[src/rtl/uart_tx_arbiter_if.sv]
// Handshake bundle between byte producers, uart_tx_arbiter and a shared uart_tx.
// req_last is present only when UART_ARB_LOCK_EN is defined.
interface uart_tx_arbiter_if #(
  parameter int NREQ = 4
);
  logic [NREQ-1:0]   req_valid;
  logic [8*NREQ-1:0] req_data;
  logic [NREQ-1:0]   req_ready;
`ifdef UART_ARB_LOCK_EN
  logic [NREQ-1:0]   req_last;
`endif
  logic [7:0]        txdata;
  logic              tx_start;
  logic              tx_busy;
  logic [NREQ-1:0]   grant;
  logic              arb_busy;
  logic              err_timeout;

  // Producer / uart_tx side.
  modport master (
    output req_valid, req_data, tx_busy,
`ifdef UART_ARB_LOCK_EN
    output req_last,
`endif
    input  req_ready, txdata, tx_start, grant, arb_busy, err_timeout
  );

  // Arbiter side.
  modport slave (
    input  req_valid, req_data, tx_busy,
`ifdef UART_ARB_LOCK_EN
    input  req_last,
`endif
    output req_ready, txdata, tx_start, grant, arb_busy, err_timeout
  );
endinterface

[src/rtl/uart_tx_arbiter.sv]
// Round-robin arbiter sharing one uart_tx between NREQ byte sources, with a start watchdog.
// Optional packet lock (owner keeps the grant until req_last) enabled by UART_ARB_LOCK_EN.
module uart_tx_arbiter #(
  parameter int NREQ          = 4,
  parameter int START_TIMEOUT = 16
) (
  input  logic             clk,
  input  logic             rst,
  uart_tx_arbiter_if.slave bus
);

  localparam int IDX_W = $clog2(NREQ);
  localparam int CNT_W = $clog2(START_TIMEOUT);
  localparam logic [IDX_W-1:0] LAST_RST = IDX_W'(NREQ - 1);
  localparam logic [CNT_W-1:0] CNT_MAX  = CNT_W'(START_TIMEOUT - 1);

  typedef enum logic [1:0] {
    S_IDLE,
    S_ISSUE,
    S_WAIT
  } state_e;

  state_e           state_q, state_d;
  logic [7:0]       txdata_q, txdata_d;
  logic             tx_start_q, tx_start_d;
  logic [NREQ-1:0]  req_ready_q, req_ready_d;
  logic [NREQ-1:0]  grant_q, grant_d;
  logic             arb_busy_q, arb_busy_d;
  logic             err_timeout_q, err_timeout_d;
  logic [CNT_W-1:0] cnt_q, cnt_d;
  logic [IDX_W-1:0] last_q, last_d;
  logic [IDX_W-1:0] win_q, win_d;

  logic [IDX_W-1:0] cand;
  logic [IDX_W-1:0] rr_idx;
  logic [IDX_W-1:0] win_sel;
  logic             rr_found;
  logic             lock_hit;
  logic             grant_now;
  logic             timeout_hit;

  // Scan from the requester after the last winner, wrapping at NREQ-1.
  always_comb begin
    // NOTE: every comb output gets a default first so no path can infer a latch.
    rr_found = 1'b0;
    rr_idx   = '0;
    cand     = last_q;
    for (int k = 0; k < NREQ; k++) begin
      cand = (cand == LAST_RST) ? '0 : cand + IDX_W'(1);
      if (!rr_found && bus.req_valid[cand]) begin
        rr_found = 1'b1;
        rr_idx   = cand;
      end
    end
  end

  assign win_sel     = lock_hit ? win_q : rr_idx;
  assign grant_now   = (state_q == S_IDLE) && !bus.tx_busy && rr_found;
  assign timeout_hit = (cnt_q == CNT_MAX);

`ifdef UART_ARB_LOCK_EN
  logic pkt_last_q, pkt_last_d;
  logic lock_q, lock_d;

  // Lock survives WAIT only if the packet is unfinished and the owner still has a byte.
  always_comb begin
    pkt_last_d = pkt_last_q;
    lock_d     = lock_q;
    if (grant_now) begin
      pkt_last_d = bus.req_last[win_sel];
      lock_d     = 1'b0;
    end else if (state_q == S_WAIT && !bus.tx_busy) begin
      lock_d = !pkt_last_q && bus.req_valid[win_q];
    end
  end

  always_ff @(posedge clk or negedge rst) begin
    if (!rst) begin
      pkt_last_q <= 1'b1;
      lock_q     <= 1'b0;
    end else begin
      pkt_last_q <= pkt_last_d;
      lock_q     <= lock_d;
    end
  end

  assign lock_hit = lock_q && bus.req_valid[win_q];
`else
  assign lock_hit = 1'b0;
`endif

  always_comb begin
    state_d = state_q;
    case (state_q)
      S_IDLE:  if (grant_now) state_d = S_ISSUE;
      S_ISSUE: begin
        if (bus.tx_busy)      state_d = S_WAIT;
        else if (timeout_hit) state_d = S_IDLE;
      end
      S_WAIT:  if (!bus.tx_busy) state_d = S_IDLE;
      default: state_d = S_IDLE;
    endcase
  end

  always_comb begin
    txdata_d      = txdata_q;
    tx_start_d    = tx_start_q;
    grant_d       = grant_q;
    req_ready_d   = '0;
    err_timeout_d = 1'b0;
    cnt_d         = cnt_q;
    last_d        = last_q;
    win_d         = win_q;
    arb_busy_d    = (state_d != S_IDLE);
    case (state_q)
      S_IDLE: begin
        if (grant_now) begin
          grant_d    = NREQ'(1) << win_sel;
          txdata_d   = bus.req_data[{win_sel, 3'b000} +: 8];
          tx_start_d = 1'b1;
          cnt_d      = '0;
          win_d      = win_sel;
        end
      end
      S_ISSUE: begin
        if (bus.tx_busy) begin
          tx_start_d  = 1'b0;
          req_ready_d = grant_q;
          last_d      = win_q;
        end else if (timeout_hit) begin
          // Winner still becomes "last" so a dead requester cannot starve the rest.
          tx_start_d    = 1'b0;
          err_timeout_d = 1'b1;
          grant_d       = '0;
          last_d        = win_q;
        end else begin
          cnt_d = cnt_q + CNT_W'(1);
        end
      end
      S_WAIT: begin
        if (!bus.tx_busy) grant_d = '0;
      end
      default: ;
    endcase
  end

  always_ff @(posedge clk or negedge rst) begin
    if (!rst) begin
      state_q       <= S_IDLE;
      txdata_q      <= '0;
      tx_start_q    <= 1'b0;
      req_ready_q   <= '0;
      grant_q       <= '0;
      arb_busy_q    <= 1'b0;
      err_timeout_q <= 1'b0;
      cnt_q         <= '0;
      last_q        <= LAST_RST;
      win_q         <= '0;
    end else begin
      // NOTE: non-blocking so every flop samples the pre-edge value of its peers.
      state_q       <= state_d;
      txdata_q      <= txdata_d;
      tx_start_q    <= tx_start_d;
      req_ready_q   <= req_ready_d;
      grant_q       <= grant_d;
      arb_busy_q    <= arb_busy_d;
      err_timeout_q <= err_timeout_d;
      cnt_q         <= cnt_d;
      last_q        <= last_d;
      win_q         <= win_d;
    end
  end

  assign bus.txdata      = txdata_q;
  assign bus.tx_start    = tx_start_q;
  assign bus.req_ready   = req_ready_q;
  assign bus.grant       = grant_q;
  assign bus.arb_busy    = arb_busy_q;
  assign bus.err_timeout = err_timeout_q;

endmodule

[src/flat_wrapper.sv]
// flat-port wrapper written by rule: the top's interface ports become plain ports
module uart_tx_arbiter_flat 
#(
  parameter int NREQ          = 4,
  parameter int START_TIMEOUT = 16
)
  (clk, rst, bus_req_valid, bus_req_data, bus_tx_busy, bus_req_ready, bus_txdata, bus_tx_start, bus_grant, bus_arb_busy, bus_err_timeout);
  uart_tx_arbiter_if #(.NREQ(NREQ)) bus_i ();
  input  logic clk;
  input  logic rst;
  input wire logic [$bits(bus_i.req_valid)-1:0] bus_req_valid;
  input wire logic [$bits(bus_i.req_data)-1:0] bus_req_data;
  input wire logic [$bits(bus_i.tx_busy)-1:0] bus_tx_busy;
  output wire logic [$bits(bus_i.req_ready)-1:0] bus_req_ready;
  output wire logic [$bits(bus_i.txdata)-1:0] bus_txdata;
  output wire logic [$bits(bus_i.tx_start)-1:0] bus_tx_start;
  output wire logic [$bits(bus_i.grant)-1:0] bus_grant;
  output wire logic [$bits(bus_i.arb_busy)-1:0] bus_arb_busy;
  output wire logic [$bits(bus_i.err_timeout)-1:0] bus_err_timeout;
  assign bus_i.req_valid = bus_req_valid;
  assign bus_i.req_data = bus_req_data;
  assign bus_i.tx_busy = bus_tx_busy;
  assign bus_req_ready = bus_i.req_ready;
  assign bus_txdata = bus_i.txdata;
  assign bus_tx_start = bus_i.tx_start;
  assign bus_grant = bus_i.grant;
  assign bus_arb_busy = bus_i.arb_busy;
  assign bus_err_timeout = bus_i.err_timeout;
  uart_tx_arbiter #(.NREQ(NREQ), .START_TIMEOUT(START_TIMEOUT)) u_core (.clk(clk), .rst(rst), .bus(bus_i));
endmodule
[config.mk]
export PLATFORM = sky130hd
export DESIGN_NAME = uart_tx_arbiter_flat
export DESIGN_NICKNAME = d
export VERILOG_FILES = /design/src/rtl/uart_tx_arbiter_if.sv /design/src/rtl/uart_tx_arbiter.sv /design/src/flat_wrapper.sv
export SDC_FILE = /design/constraint.sdc
export NUM_CORES = 1
export LEC_CHECK = 0
export CAP_MARGIN = 20
export CORE_AREA = 3 3 63 65
export CTS_CLUSTER_SIZE = 40
export DETAILED_ROUTE_END_ITERATION = 8
export DIE_AREA = 0 0 66 68
export GPL_TIMING_DRIVEN = 0
export PLACE_DENSITY = 0.82
export SYNTH_ARGS = -nofsm -noshare
export SYNTH_HDL_FRONTEND = slang
export SYNTH_SLANG_ARGS = --single-unit
[constraint.sdc]
create_clock -name clk -period 4.79 [get_ports clk]
set_input_delay 0.958 -clock clk [delete_from_list [all_inputs] [get_ports clk]]
set_output_delay 0.958 -clock clk [all_outputs]
set_load 0.02 [all_outputs]
==> summary by stage <==
Setup path
The reg-to-reg setup timing slack is 2310 ps. The critical path goes through clkdlybuf4s50_1 > a21oi_1 > o31a_1 > o21ai_1 > nand2_1 > o221ai_1. The worst setup path is launched from an input port. The startpoint of the lowest-slack register-to-register path is u_core.last_q[0]. The largest single stage delay on the critical path is 590 ps.

The slowest stage of the critical path is the clkdlybuf4s50_1 cell. The timing startpoint of the critical path is bus_req_valid[1]. The largest driver fanout on the critical path is 10. The signal arrival time at the worst endpoint is 2930 ps. The endpoint identified for the worst register-to-register timing path is u_core.bus.txdata[0]. The critical path in this run is classified as in2reg. STA classifies the critical path endpoint as a flop.

The required time of the critical path is 5020 ps. For the worst flop-to-flop path, the logic depth is 6.

Clock network
The CTS sink count is 29. Counting the buffers created by CTS gives 5. After clock tree synthesis, the clock-pin slew on the worst setup and hold paths is 90 ps. Once the clock tree was built, the resizer swapped 0 gates to a different size. The root buffer selected by CTS is clkbuf_4.

The CTS tree is yes. In this run, post-CTS hold repair placed 0 buffers. The post-CTS setup-driven buffer insertion count is 0. The number of buffers on the longest clock path is 2. The clock insertion delay at the later pin of the skew report is 320 ps. The H-tree generated during clock tree synthesis spans 2 levels.

Synthesis
After synthesis the cells add up to 1628 sq um. The mean instance size in the synthesized netlist is 10.57 sq um. Counting instances in the post-synthesis netlist gives the leading cell types as dfrtp_1 (27), nand2_1 (13), mux2i_1 (12), nor2_1 (8), o21ai_0 (8). After technology mapping, the gate count stands at 154.

Synthesis produced a netlist with a net count of 199. The most repeated cell in the gate-level netlist after synthesis is dfrtp_1. Of the synthesized area, sequential elements account for 44.73%. After synthesis the netlist holds a flip-flop and latch count of 29.

In the synthesized netlist the async set-or-reset flop fraction comes to 100.0%. The share of Yosys cell area claimed by the top area cell type is 41.51%. The cell type contributing the most total cell area after synthesis is dfrtp_1. The most used flip-flop cell after synthesis is dfrtp_1. The distinct cell type count of the synthesized netlist is 46.

The warning count from the yosys run is 0. By area the synthesized netlist is led by dfrtp_1 (42%), mux2i_1 (7.4%), ha_1 (4.6%). The number of enable flip-flop cells after synthesis is 0.

Detailed routing
The number of iterations in the first detailed-routing pass is 4. In the final routed layout, each cell accounts on average for 15.26 microns. The number of routed nets with antenna violations is 0.

The sum of routed wire length over all layers is 4060 microns. The detailed-route via count is 1,506. For this run, design rule violations remaining after detail routing come to 0. The number of vias per cell is 5.662. The iteration-0 DRC count of the detailed router is 82.

Layout
The share of layout cells above drive strength 1 is 9.545%. The area growth from synthesis to layout is 43.43%. The repair_antennas step left the layout with diodes totalling 0. The layout has 251 filler cells. At the end of the flow, the number of nets in the layout was 264. The design area is 2335 sq um.

GRT
The via count of the first global-routing pass is 1,574. The largest net degree at the start of global routing is 18. Across every metal layer, demand over resource in global routing totals 20.77%. The initial antenna violation count is 0. Summed over all layers, the global routing overflow is 0. The first global-routing pass estimated 7038 microns of wire.

Power
The worst-case IR drop observed on VDD is 0.2831 mV. The analysis attributes to cell leakage a power of 1.020 nW. Summing internal, switching and leakage power gives 0.001236 W.

Per report_power, the clock group accounts for 11.4% of the total. The relative contribution of combinational cells to total power is 56.9%. Internal power comes to 0.0007193 W.

Per report_power, the sequential group accounts for 31.6% of the total. Summed over all nets, the switching power comes to 0.0005163 W. In this run the power density over the cells is 529.2 nW/um^2. The switching share of total power is 41.78%.

Place
Port buffering added 57 buffers. In this run the cell area measured after placement is 2283 sq um. The routability congestion estimate from global placement is 0.7886.

The HPWL after detailed placement is 3302 microns.

Timing
The worst-case clock skew is 4.019 ps. Setup repair after global routing left no endpoint under its margin. The worst pin sits at a relative slew slack of 54.15%. Dividing the final minimum period by the clock period gives 56.33%. The number of slew-limit violations in the final report is 0. The highest clock frequency the design can meet is 0.3706 GHz. The final number of hold-violating endpoints is 0. Hold is met by 498.7 ps.

The smallest clock period supported by the final layout is computed as 2698 ps. The transition time of the tightest slew-check pin is 685.5 ps. Summed over all failing endpoints, the final setup total negative slack is 0 ps. The count of endpoints failing setup in the final report is 0.

Hold path
The tightest min-delay check is of the reg2reg type. The start point of the worst hold path is u_core.win_q[1]. The end of the worst hold path is u_core.win_q[1]. The instance count along the most critical hold path is 2.

Run
The tool flagged a number of max-cap violations equal to 0.

Floorplan
The die is 66 microns wide. The core region is 3390 sq um. The die area is 4488 sq um. The starting density of the core is 48.03%. The row count is 21. Pin placement for this block handled 58 I/O pins. The die boundary height is 68 microns.

Outcome
The run finished with clean final reports.
## cells in the final DEF, fill, tap and decap left out, types with 2 or more instances in the layout
| cell type | n |
|---|---|
| clkbuf_4 | 5 |
| a32o_1 | 2 |
| clkinv_2 | 2 |
| dfstp_2 | 2 |
| a2111oi_0 | 3 |
| nor2_1 | 8 |
| buf_6 | 2 |
| ha_1 | 6 |
| a21oi_1 | 5 |
| mux2_2 | 2 |
| clkbuf_1 | 4 |
| o31a_1 | 2 |
| clkdlybuf4s50_1 | 57 |
| dfrtp_1 | 27 |
| inv_1 | 7 |
| mux2i_1 | 12 |
| a21o_1 | 2 |
| and3_1 | 5 |
| nand2_1 | 13 |
| a211oi_1 | 5 |
| a22o_1 | 3 |
| o221ai_1 | 4 |
| o21ai_1 | 3 |
| nand3_1 | 3 |
| o21ai_0 | 8 |
| a21boi_1 | 4 |
## worst max-delay path by stage
| stage | endpoint | cells after the start |
|---|---|---|
| 6_report | u_core.bus.txdata[5] | 6 |
| 5_1_grt | u_core.bus.txdata[5] | 6 |
| 4_1_cts | u_core.bus.txdata[5] | 6 |
| 3_5_place_dp | u_core.bus.txdata[5] | 6 |
| 3_3_place_gp | u_core.bus.grant[2] | 6 |
| 2_1_floorplan | u_core.bus.grant[2] | 5 |
## final cells by class
cell class	count	area, sq um	share of cell area [%]
clock buffers	6	41.29	1.768
repair buffers	58	598.1	25.62
inverters	7	26.28	1.125
well taps	46	57.56	2.465
multi-input cells	113	839.6	35.96
plain buffers	5	33.78	1.447
clock inverters	2	10.01	0.4287
flip-flops and latches	29	728.2	31.19
## metal layers
layer  vias to the layer above  track usage, %  wire (microns)
li1                        707               -               -
met1                       725           24.19            1568
met2                        66           35.42            2073
met3                         8           7.061             340
met4                         0           8.122              77
met5                         -               0               0
## sequential cells by signal, indices dropped and copies added, names as in the netlist
signal	cells
u_core.bus.txdata	8
u_core.bus.req_ready	4
u_core.win_q	2
u_core.state_q	2
u_core.bus.tx_start	1
u_core.bus.err_timeout	1
u_core.last_q	2
u_core.cnt_q	4
u_core.bus.grant	4
u_core.bus.arb_busy	1
## cell families (layout without fill, tap and decap cells)
| group | Yosys count | count (layout) | synth area share [%] |
|---|---|---|---|
| AO/OA/AOI/OAI | 50 | 50 | 23.29 |
| adder cells (fa/ha/maj) | 6 | 6 | 4.612 |
| buffers and inverters | 12 | 78 | 3.690 |
| flip-flops | 29 | 29 | 44.73 |
| multiplexers | 14 | 14 | 8.763 |
| AND/OR/NAND/NOR | 43 | 43 | 14.91 |
## metrics by stage
step,cells,utilization (%),setup WS [ps]
floorplan,154,-,2622
CTS,266,68.88,2088
global placement,257,66.56,1890
global route,266,68.88,1899
detailed placement,258,67.37,1745
finish,266,68.88,2092
## power by group through the flow
stage	sequential [W]	combinational (W)	clock, W
2_1_floorplan	0.000444	0.000409	0
3_3_place_gp	0.000389	0.000670	0
3_5_place_dp	0.000393	0.000707	0
4_1_cts	0.000390	0.000708	0.000144
5_1_grt	0.000399	0.000774	0.000157
6_report	0.000391	0.000704	0.000141
## critical path: cells and delay by family
family	cells	cell delay, ps
buf+inv	1	590
compound gates	4	1150
simple gates	1	240
Note: power is estimated with default switching activity, not from simulation.
